**config.mk**
```make
export PLATFORM = sky130hd
export DESIGN_NAME = x_mem_arb
export DESIGN_NICKNAME = d
export VERILOG_FILES = /design/src/rtl/x_mem_arb.sv
export SDC_FILE = /design/constraint.sdc
export NUM_CORES = 1
export LEC_CHECK = 0
export ABC_AREA = 1
export CAP_MARGIN = 20
export CORE_AREA = 2 2 117 119
export CTS_CLUSTER_SIZE = 14
export DETAILED_ROUTE_END_ITERATION = 8
export DIE_AREA = 0 0 119 121
export PLACE_DENSITY = 0.59
export RECOVER_POWER = 50
export SETUP_SLACK_MARGIN = 0.1
export SYNTH_ARGS = -nofsm -noshare
export SYNTH_HDL_FRONTEND = slang
export SYNTH_SLANG_ARGS = --single-unit
```
**constraint.sdc**
```tcl
create_clock -name i_clk -period 1.7 [get_ports i_clk]
set_input_delay 0.51 -clock i_clk [delete_from_list [all_inputs] [get_ports i_clk]]
set_output_delay 0.51 -clock i_clk [all_outputs]
set_load 0.005 [all_outputs]
```
**src/rtl/x_mem_arb.sv**
```systemverilog
// x_mem_arb: two-master arbiter sharing one memory port.
// Port 0 is the rv32i core, port 1 is a debug/DMA master. Only one transaction is in
// flight at a time, and there is always one idle cycle between transactions.
// Optional feature: define X_MEM_ARB_FAIR_EN to bound how long port 1 can be starved
// (after STARVE_LIMIT consecutive port-0 grants, port 1 wins).
module x_mem_arb #(
   parameter int unsigned AW           = 32,
   parameter int unsigned DW           = 32,
   parameter int unsigned STARVE_LIMIT = 4
) (
   input  logic          i_clk,
   input  logic          i_rst,
   input  logic          i_m0_valid,
   input  logic          i_m0_rnw,
   input  logic [AW-1:0] i_m0_addr,
   input  logic [DW-1:0] i_m0_data,
   output logic          o_m0_accept,
   output logic [DW-1:0] o_m0_data,
   input  logic          i_m1_valid,
   input  logic          i_m1_rnw,
   input  logic [AW-1:0] i_m1_addr,
   input  logic [DW-1:0] i_m1_data,
   output logic          o_m1_accept,
   output logic [DW-1:0] o_m1_data,
   output logic          o_mem_valid,
   output logic          o_mem_rnw,
   output logic [AW-1:0] o_mem_addr,
   output logic [DW-1:0] o_mem_data,
   input  logic          i_mem_accept,
   input  logic [DW-1:0] i_mem_data,
   output logic [1:0]    o_grant
);

   if (STARVE_LIMIT < 1) begin : g_bad_starve_limit
      $error("x_mem_arb: STARVE_LIMIT must be at least 1");
   end

   typedef enum logic [1:0] {
      StIdle = 2'd0,
      StGnt0 = 2'd1,
      StGnt1 = 2'd2
   } sm_e;

   sm_e  r_sm;
   sm_e  w_sm_nxt;
   logic w_pick1;  // winner when a grant is decided in idle: 1 = port 1

   // Read data is broadcast; masters qualify it with their accept
   assign o_m0_data = i_mem_data;
   assign o_m1_data = i_mem_data;

`ifdef X_MEM_ARB_FAIR_EN
   localparam int unsigned SW = $clog2(STARVE_LIMIT + 1);

   logic [SW-1:0] r_starve;
   logic [SW-1:0] w_starve_nxt;
   logic          w_starved;

   assign w_starved = (r_starve == SW'(STARVE_LIMIT));
   assign w_pick1   = i_m1_valid & (~i_m0_valid | w_starved);

   // Count port-0 grants taken while port 1 is waiting; cleared once port 1 is served or idle
   always_comb begin
      w_starve_nxt = r_starve;
      if (r_sm == StIdle) begin
         if (!i_m1_valid || w_pick1) begin
            w_starve_nxt = '0;
         end else if (!w_starved) begin
            w_starve_nxt = r_starve + SW'(1);
         end
      end
   end

   // Starvation counter register
   always_ff @(posedge i_clk) begin
      if (i_rst) begin
         r_starve <= '0;
      end else begin
         r_starve <= w_starve_nxt;
      end
   end
`else
   assign w_pick1 = i_m1_valid & ~i_m0_valid;
`endif

   // Arbiter state register
   always_ff @(posedge i_clk) begin
      if (i_rst) begin
         r_sm <= StIdle;
      end else begin
         r_sm <= w_sm_nxt;
      end
   end

   // Next state and port muxing; accepts are suppressed while reset is asserted
   always_comb begin
      w_sm_nxt    = r_sm;
      o_mem_valid = 1'b0;
      o_mem_rnw   = 1'b1;
      o_mem_addr  = '0;
      o_mem_data  = '0;
      o_m0_accept = 1'b0;
      o_m1_accept = 1'b0;
      o_grant     = 2'b00;
      unique case (r_sm)
         StIdle: begin
            if (i_m0_valid || i_m1_valid) begin
               w_sm_nxt = w_pick1 ? StGnt1 : StGnt0;
            end
         end
         StGnt0: begin
            o_mem_valid = i_m0_valid;
            o_mem_rnw   = i_m0_rnw;
            o_mem_addr  = i_m0_addr;
            o_mem_data  = i_m0_data;
            o_m0_accept = i_mem_accept & i_m0_valid & ~i_rst;
            o_grant     = 2'b01;
            if (!i_m0_valid || i_mem_accept) begin
               w_sm_nxt = StIdle;
            end
         end
         StGnt1: begin
            o_mem_valid = i_m1_valid;
            o_mem_rnw   = i_m1_rnw;
            o_mem_addr  = i_m1_addr;
            o_mem_data  = i_m1_data;
            o_m1_accept = i_mem_accept & i_m1_valid & ~i_rst;
            o_grant     = 2'b10;
            if (!i_m1_valid || i_mem_accept) begin
               w_sm_nxt = StIdle;
            end
         end
         default: begin
            w_sm_nxt = StIdle;
         end
      endcase
   end

endmodule

```
==> metrics.txt, run 1 <==
status finished, violations left; failing checks setup timing; Power Density 366 nW/um^2; Netlist cell types 11; worst reg2reg startpoint r_sm[1]; diodes inserted 0; multi-input logic area 1690 um^2; Avg Cell Area, Syn 5.17 um^2; IO buf count 204; Routed WL 11,900 um; total CTS buffers 3; flops & latches, synth 2; Largest register FFs 2; Worst-Skew Late Latency 0.22 ns; Synth top area share 32.7%; VDD IR-drop max between 0.3 and 0.4 mV; Tcrit/Tclk final 121%; post-detail-place hpwl 6460 um; first-pass GRT wire length between 15,000 and 20,000 um; Post-Synthesis Cell Area roughly 1600 um^2; Vias/cell 4.18; Synth Instances roughly 310; crit path DAT 1.54 ns; startpoint types flop; CTS H-tree lvls 1; design area between 4000 and 5000 um^2; Worst Hold Slack roughly 0.5 ns; Sink Count 2; post-route setup slack -0.351 ns; I/O pin count 301; Reg-to-Reg End r_sm[0]; number of synthesized flops with an enable pin 0; DR pass1 iterations 6; crit path capture type output pin; share of layout cells above drive strength 1 59.1%; P&R area growth vs syn 206%; grt ovf 0; setup TNS -19.15 ns; worst-case clock buffer depth 2; largest net degree at the start of global routing 20; Layout Skew about 0.00091 ns; worst-margin pin slew 0.191 ns; Final Hold Fails 0; Seq/Total Area, Yosys 2.49%; crit path max fanout 5; max-cap violations 0; Setup WS pre-CTS -0.602 ns; CP Class flop to output pin; Total Nets Final 675; RSZ-0062 raised after global routing yes; Tot Pwr 1.80 mW; synth top area cells nand2_1 33%, buf_4 32%, a21oi_1 21%; DR vias 2,830; Die Ht 121 um; total global-route track usage about 14%; hold path startpoint r_sm[1]; Biggest register r_sm; effective utilization at floorplan 12.3%; worst min path class flop to flop; count leader, synth nand2_1; setup violators final 70; WL per Instance around 18 um; hold buffer count at cts 0; Largest regs r_sm x2; die span in x 119 um; Core Area 13,100 um^2; ys async rst share 0%; Worst Hold End r_sm[1]; cell area after placement roughly 3500 um^2; GPL Wtd Cong about 0.77; leak pwr 2.11 nW; Worst R2R Path Depth 11; yosys warns 0; vias in the first global route 2,869; antenna viol nets, final 0; flop-to-flop setup slack 0.31 ns; num rows between 40 and 50; Post-synth top flop dfxtp_1; Synth area leader nand2_1; die area 14,400 um^2; top post-synthesis cells by count 140 x nand2_1, 69 x buf_4, 67 x a21oi_1; DRT iter0 DRCs 74; final max-slew violation count 0; TritonCTS clock tree yes; CTS root buffer clkbuf_16; Rel. slew slack 87.3%; flip-flop and latch area between 40 and 50 um^2; upper clock frequency limit 488 MHz; syn nets 483; DR DRC count 0; clock-pin slew on the worst setup and hold paths 0.03 ns; Worst EP required 1.19 ns; minimum clock period 2.05 ns; Fillers 1,333; antenna violations before repair 0; Hold Path Depth 2
## layer usage
| layer | up-vias | wire (um) | global-route usage, % |
|---|---|---|---|
| li1 | 1311 | - | - |
| met2 | 137 | 6150 | 28.5 |
| met1 | 1342 | 4440 | 15.3 |
| met3 | 40 | 927 | 3.01 |
| met5 | - | 0 | 0 |
| met4 | 0 | 346 | 3.35 |
## where the power goes
group	internal, mW	switching, mW
clock	0.299	0.0547
combinational	0.802	0.586
sequential	0.0502	0.00592
## worst max-delay path by stage
stage | from | depth (start not counted) | slack [ns] | to
finish | r_sm[1] | 8 | -0.35 | o_mem_data[31]
detailed placement | i_m0_addr[11] | 4 | -0.60 | o_mem_addr[11]
global placement | i_m0_addr[11] | 4 | -0.59 | o_mem_addr[11]
floorplan | r_sm[1] | 6 | 0.06 | o_mem_addr[24]
global route | r_sm[1] | 8 | -0.39 | o_mem_data[31]
CTS | r_sm[1] | 7 | -0.38 | o_mem_addr[18]
## layout by cell type, fill, tap and decap left out, types with 3 or more instances in the layout
cell type / instances
a21oi_1: 6
a21oi_2: 56
a21oi_4: 5
buf_12: 17
buf_16: 12
buf_2: 67
buf_4: 13
buf_6: 20
buf_8: 3
clkbuf_16: 9
clkdlybuf4s50_1: 131
dlygate4sd2_1: 3
ha_4: 4
nand2_1: 59
nand2_2: 42
nand2_4: 39
## layout make-up
type | instances | share of cell area, %
Tap cell | 176 | 4.47
Sequential cell | 2 | 0.966
Timing Repair Buffer | 272 | 58.1
Multi-Input combinational cell | 219 | 34.2
Clock buffer | 3 | 1.53
Inverter | 5 | 0.636
## worst max-delay path, stage by stage (launching register included)
cell and delay (ns):
dfxtp_4 0.36, buf_12 0.10, ha_4 0.15, buf_6 0.13, buf_16 0.13, buf_12 0.12
nand2_4 0.04, a21oi_2 0.14, buf_2 0.13
## per-stage QoR
step	instances	util, %
floorplan	311	-
CTS	667	34.0
finish	677	37.6
global placement	623	26.9
global route	677	37.6
detailed placement	623	26.9
## repair_timing
item                       in CTS  in global routing
setup endpoints to repair      70                 70
cloned                         14                  6
setup buffers                  28                  6
hold endpoints to repair        0                  0
gates resized for setup       414                104
pin swaps                      33                 30
## cell families after synthesis
group | Yosys count | share of synthesized area (%)
compound gates | 67 | 20.8
buf+inv | 90 | 38.1
flops | 2 | 2.49
simple gates | 147 | 34.7
fa+ha+maj | 5 | 3.89
Power figures use the tool's default switching activity.
==> inputs of run 2 (changes only) <==
SLEW_MARGIN = 20   (was unset)
==> results of run 2 <==
Final layout, timing and power as in run 1 (identical DEF).
==> inputs of run 3 (changes only) <==
ABC_AREA = unset   (was 1)
CORE_AREA = 2 2 116 118   (was 2 2 117 119)
CTS_CLUSTER_SIZE = 16   (was 14)
DIE_AREA = 0 0 118 120   (was 0 0 119 121)
PLACE_DENSITY = 0.61   (was 0.59)
SLEW_MARGIN = unset   (was 20)
==> run 3 against run 2 <==
Effect of this change:
- fmax down 6.2%
- final cell count down 8.0%
- worst setup slack worse by 0.14 ns
- final area up 1.7%
- sequential power up 20%
- non-clock buffer count up 14
- combinational power up 94%
- worst hold slack better by 0.13 ns
- clock-buffer cell count unchanged
- die area down 1.7%
- largest cell class unchanged
- first-iteration DRC count down 23%
- the flow still finishes with violations (setup timing)
- core utilization up 0.93 points
==> metrics.txt, run 3 <==
share of layout cells above drive strength 1 65.1%; worst-margin pin slew 0.217 ns; I/O pin count roughly 300; antenna violations before repair 0; DRT iter0 DRCs 57; Routed WL 10,900 um; die area between 10,000 and 15,000 um^2; commonest non-fill, non-tap cells in the layout 130 x clkdlybuf4s50_1, 66 x a22oi_2, 62 x buf_2; number of synthesized flops with an enable pin 0; total CTS buffers 3; post-detail-place hpwl 6560 um; ys async rst share 0%; Layout Skew 0.00343 ns; CP Class flop to output pin; slowest CP cell dfxtp_4; first-pass GRT wire length 15,200 um; Synth Instances around 240; worst-case clock buffer depth 2; Netlist cell types 21; Tcrit/Tclk final 129%; setup TNS -26.96 ns; DR vias ~2,600; crit path DAT 1.68 ns; antenna viol nets, final 0; largest net degree at the start of global routing 18; count leader, synth a22oi_1; Die Ht 120 um; status finished, violations left; top post-synthesis cells by count 65 x a22oi_1, 64 x buf_4, 64 x nor2b_1; setup violators final 71; design area 5000 um^2; upper clock frequency limit about 460 MHz; synth top area cells a22oi_1 29%, buf_4 28%, nor2b_1 24%; Total Nets Final 621; TritonCTS clock tree yes; met2 routed WL 5850 um; Largest regs r_sm x2; final max-slew violation count 0; CP dominant cell by count buf_12; Bufs and invs on worst path 6; Synth top area share roughly 29%; cell area after placement 3880 um^2; DR pass1 iterations 4; DR DRC count 0; Final Util about 39%; Biggest register r_sm; clock-pin slew on the worst setup and hold paths ~0.03 ns; Core Area 13,000 um^2; hold buffer count at cts 0; Synth area leader a22oi_1; multi-input logic area 1740 um^2; syn nets 415; startpoint types flop; Worst EP required 1.19 ns; crit path capture type output pin; post-route setup slack -0.486 ns; failing checks setup timing; CTS H-tree lvls 1; yosys warns 0; total global-route track usage about 14%; RSZ-0062 raised after global routing yes; GPL Wtd Cong 0.718; Rel. slew slack 85.5%; Largest register FFs 2; Power Density about 620 nW/um^2; Post-Synthesis Cell Area 1690 um^2; effective utilization at floorplan 13.0%; die span in x 118 um; worst-path cell chain buf_12, ha_4, buf_12, buf_12, buf_16, buf_6, a22oi_2, nor2b_2, buf_2; flip-flop and latch area 47.5 um^2; leak pwr 1.94 nW; Avg Cell Area, Syn 6.96 um^2; met1 WL 4130 um; Crit path max-delay family buffers and inverters; num rows 42; P&R area growth vs syn 196%; Fillers 1,317; Top Metal Used met4; grt ovf 0; crit path max fanout 6; Vias/cell 4.23; vias in the first global route 2,749; worst min path class flop to flop; Routed met3 length slightly above 700 um; Post-synth top flop dfxtp_1; IO buf count 204; Max stage delay on crit path 0.35 ns; WL per Instance 17.5 um; VDD IR-drop max 0.315 mV; max-cap violations 0; commonest non-fill, non-tap cell in the layout clkdlybuf4s50_1; Sink Count 2; Worst-Skew Late Latency approximately 0.23 ns; diodes inserted 0; Seq/Total Area, Yosys 2.37%; flops & latches, synth 2; minimum clock period 2.19 ns; Final Hold Fails 0; Worst Hold Slack 0.636 ns; CTS root buffer clkbuf_16
## run 3: layer usage
metal	vias up	GRT usage, %
met5	-	0
met3	24	3.18
li1	1211	-
met2	111	25.8
met4	0	3.31
met1	1288	15.6
## run 3: what timing repair did
action,4_1_cts,5_1_grt
setup buffers,39,14
gates cloned,13,4
pin swaps,46,20
gates resized for setup,349,72
setup endpoints to repair,71,72
## run 3: cells by family (layout without fill, tap and decap cells)
family	after synthesis	in the layout	synth area share, %
compound gates	72	72	32.1
simple gates	76	76	27.1
buf+inv	88	292	34.7
flops	2	2	2.37
fa+ha+maj	5	5	3.70
## run 3: worst paths after layout
kind | start | endpoint | slack, ns | depth (start not counted)
max | r_sm[0] | o_mem_data[18] | -0.49 | 9
min | r_sm[1] | r_sm[1] | 0.64 | 3
min reg2reg | r_sm[1] | r_sm[1] | 0.64 | 3
max reg2reg | r_sm[0] | r_sm[0] | -0.11 | 10
## run 3: through the flow
stage | power, mW | setup WS [ns] | instances
4_1_cts | 2.81 | -0.546 | 611
3_5_place_dp | 1.68 | -0.548 | 557
5_1_grt | 3.28 | -0.537 | 623
2_1_floorplan | 0.966 | 0.0850 | 243
6_report | 3.12 | -0.486 | 623
3_3_place_gp | 1.66 | -0.557 | 557
## run 3: report_power, final
group	switching, mW	internal (mW)	leakage, nW	total, mW
Sequential	0.0114	0.0562	0.0178	0.0676
Combinational	0.977	1.71	1.89	2.69
Clock	0.0637	0.300	0.0370	0.364
Total	1.05	2.07	1.94	3.12
## run 3: layout make-up
cell class | count | area share [%]
repair buffers | 286 | 58.1
clock buffers | 3 | 1.50
inverters | 3 | 0.375
multi-input cells | 153 | 34.7
well taps | 176 | 4.40
flip-flops and latches | 2 | 0.950
## run 3: worst register-to-register path: stages, from the launching register on
cell and delay, ns:
dfxtp_4 0.36, buf_12 0.10, buf_4 0.10, buf_6 0.09, ha_4 0.14, buf_6 0.10
buf_6 0.08, a22oi_2 0.06, buf_4 0.14, nor3b_2 0.14, or3_1 0.37
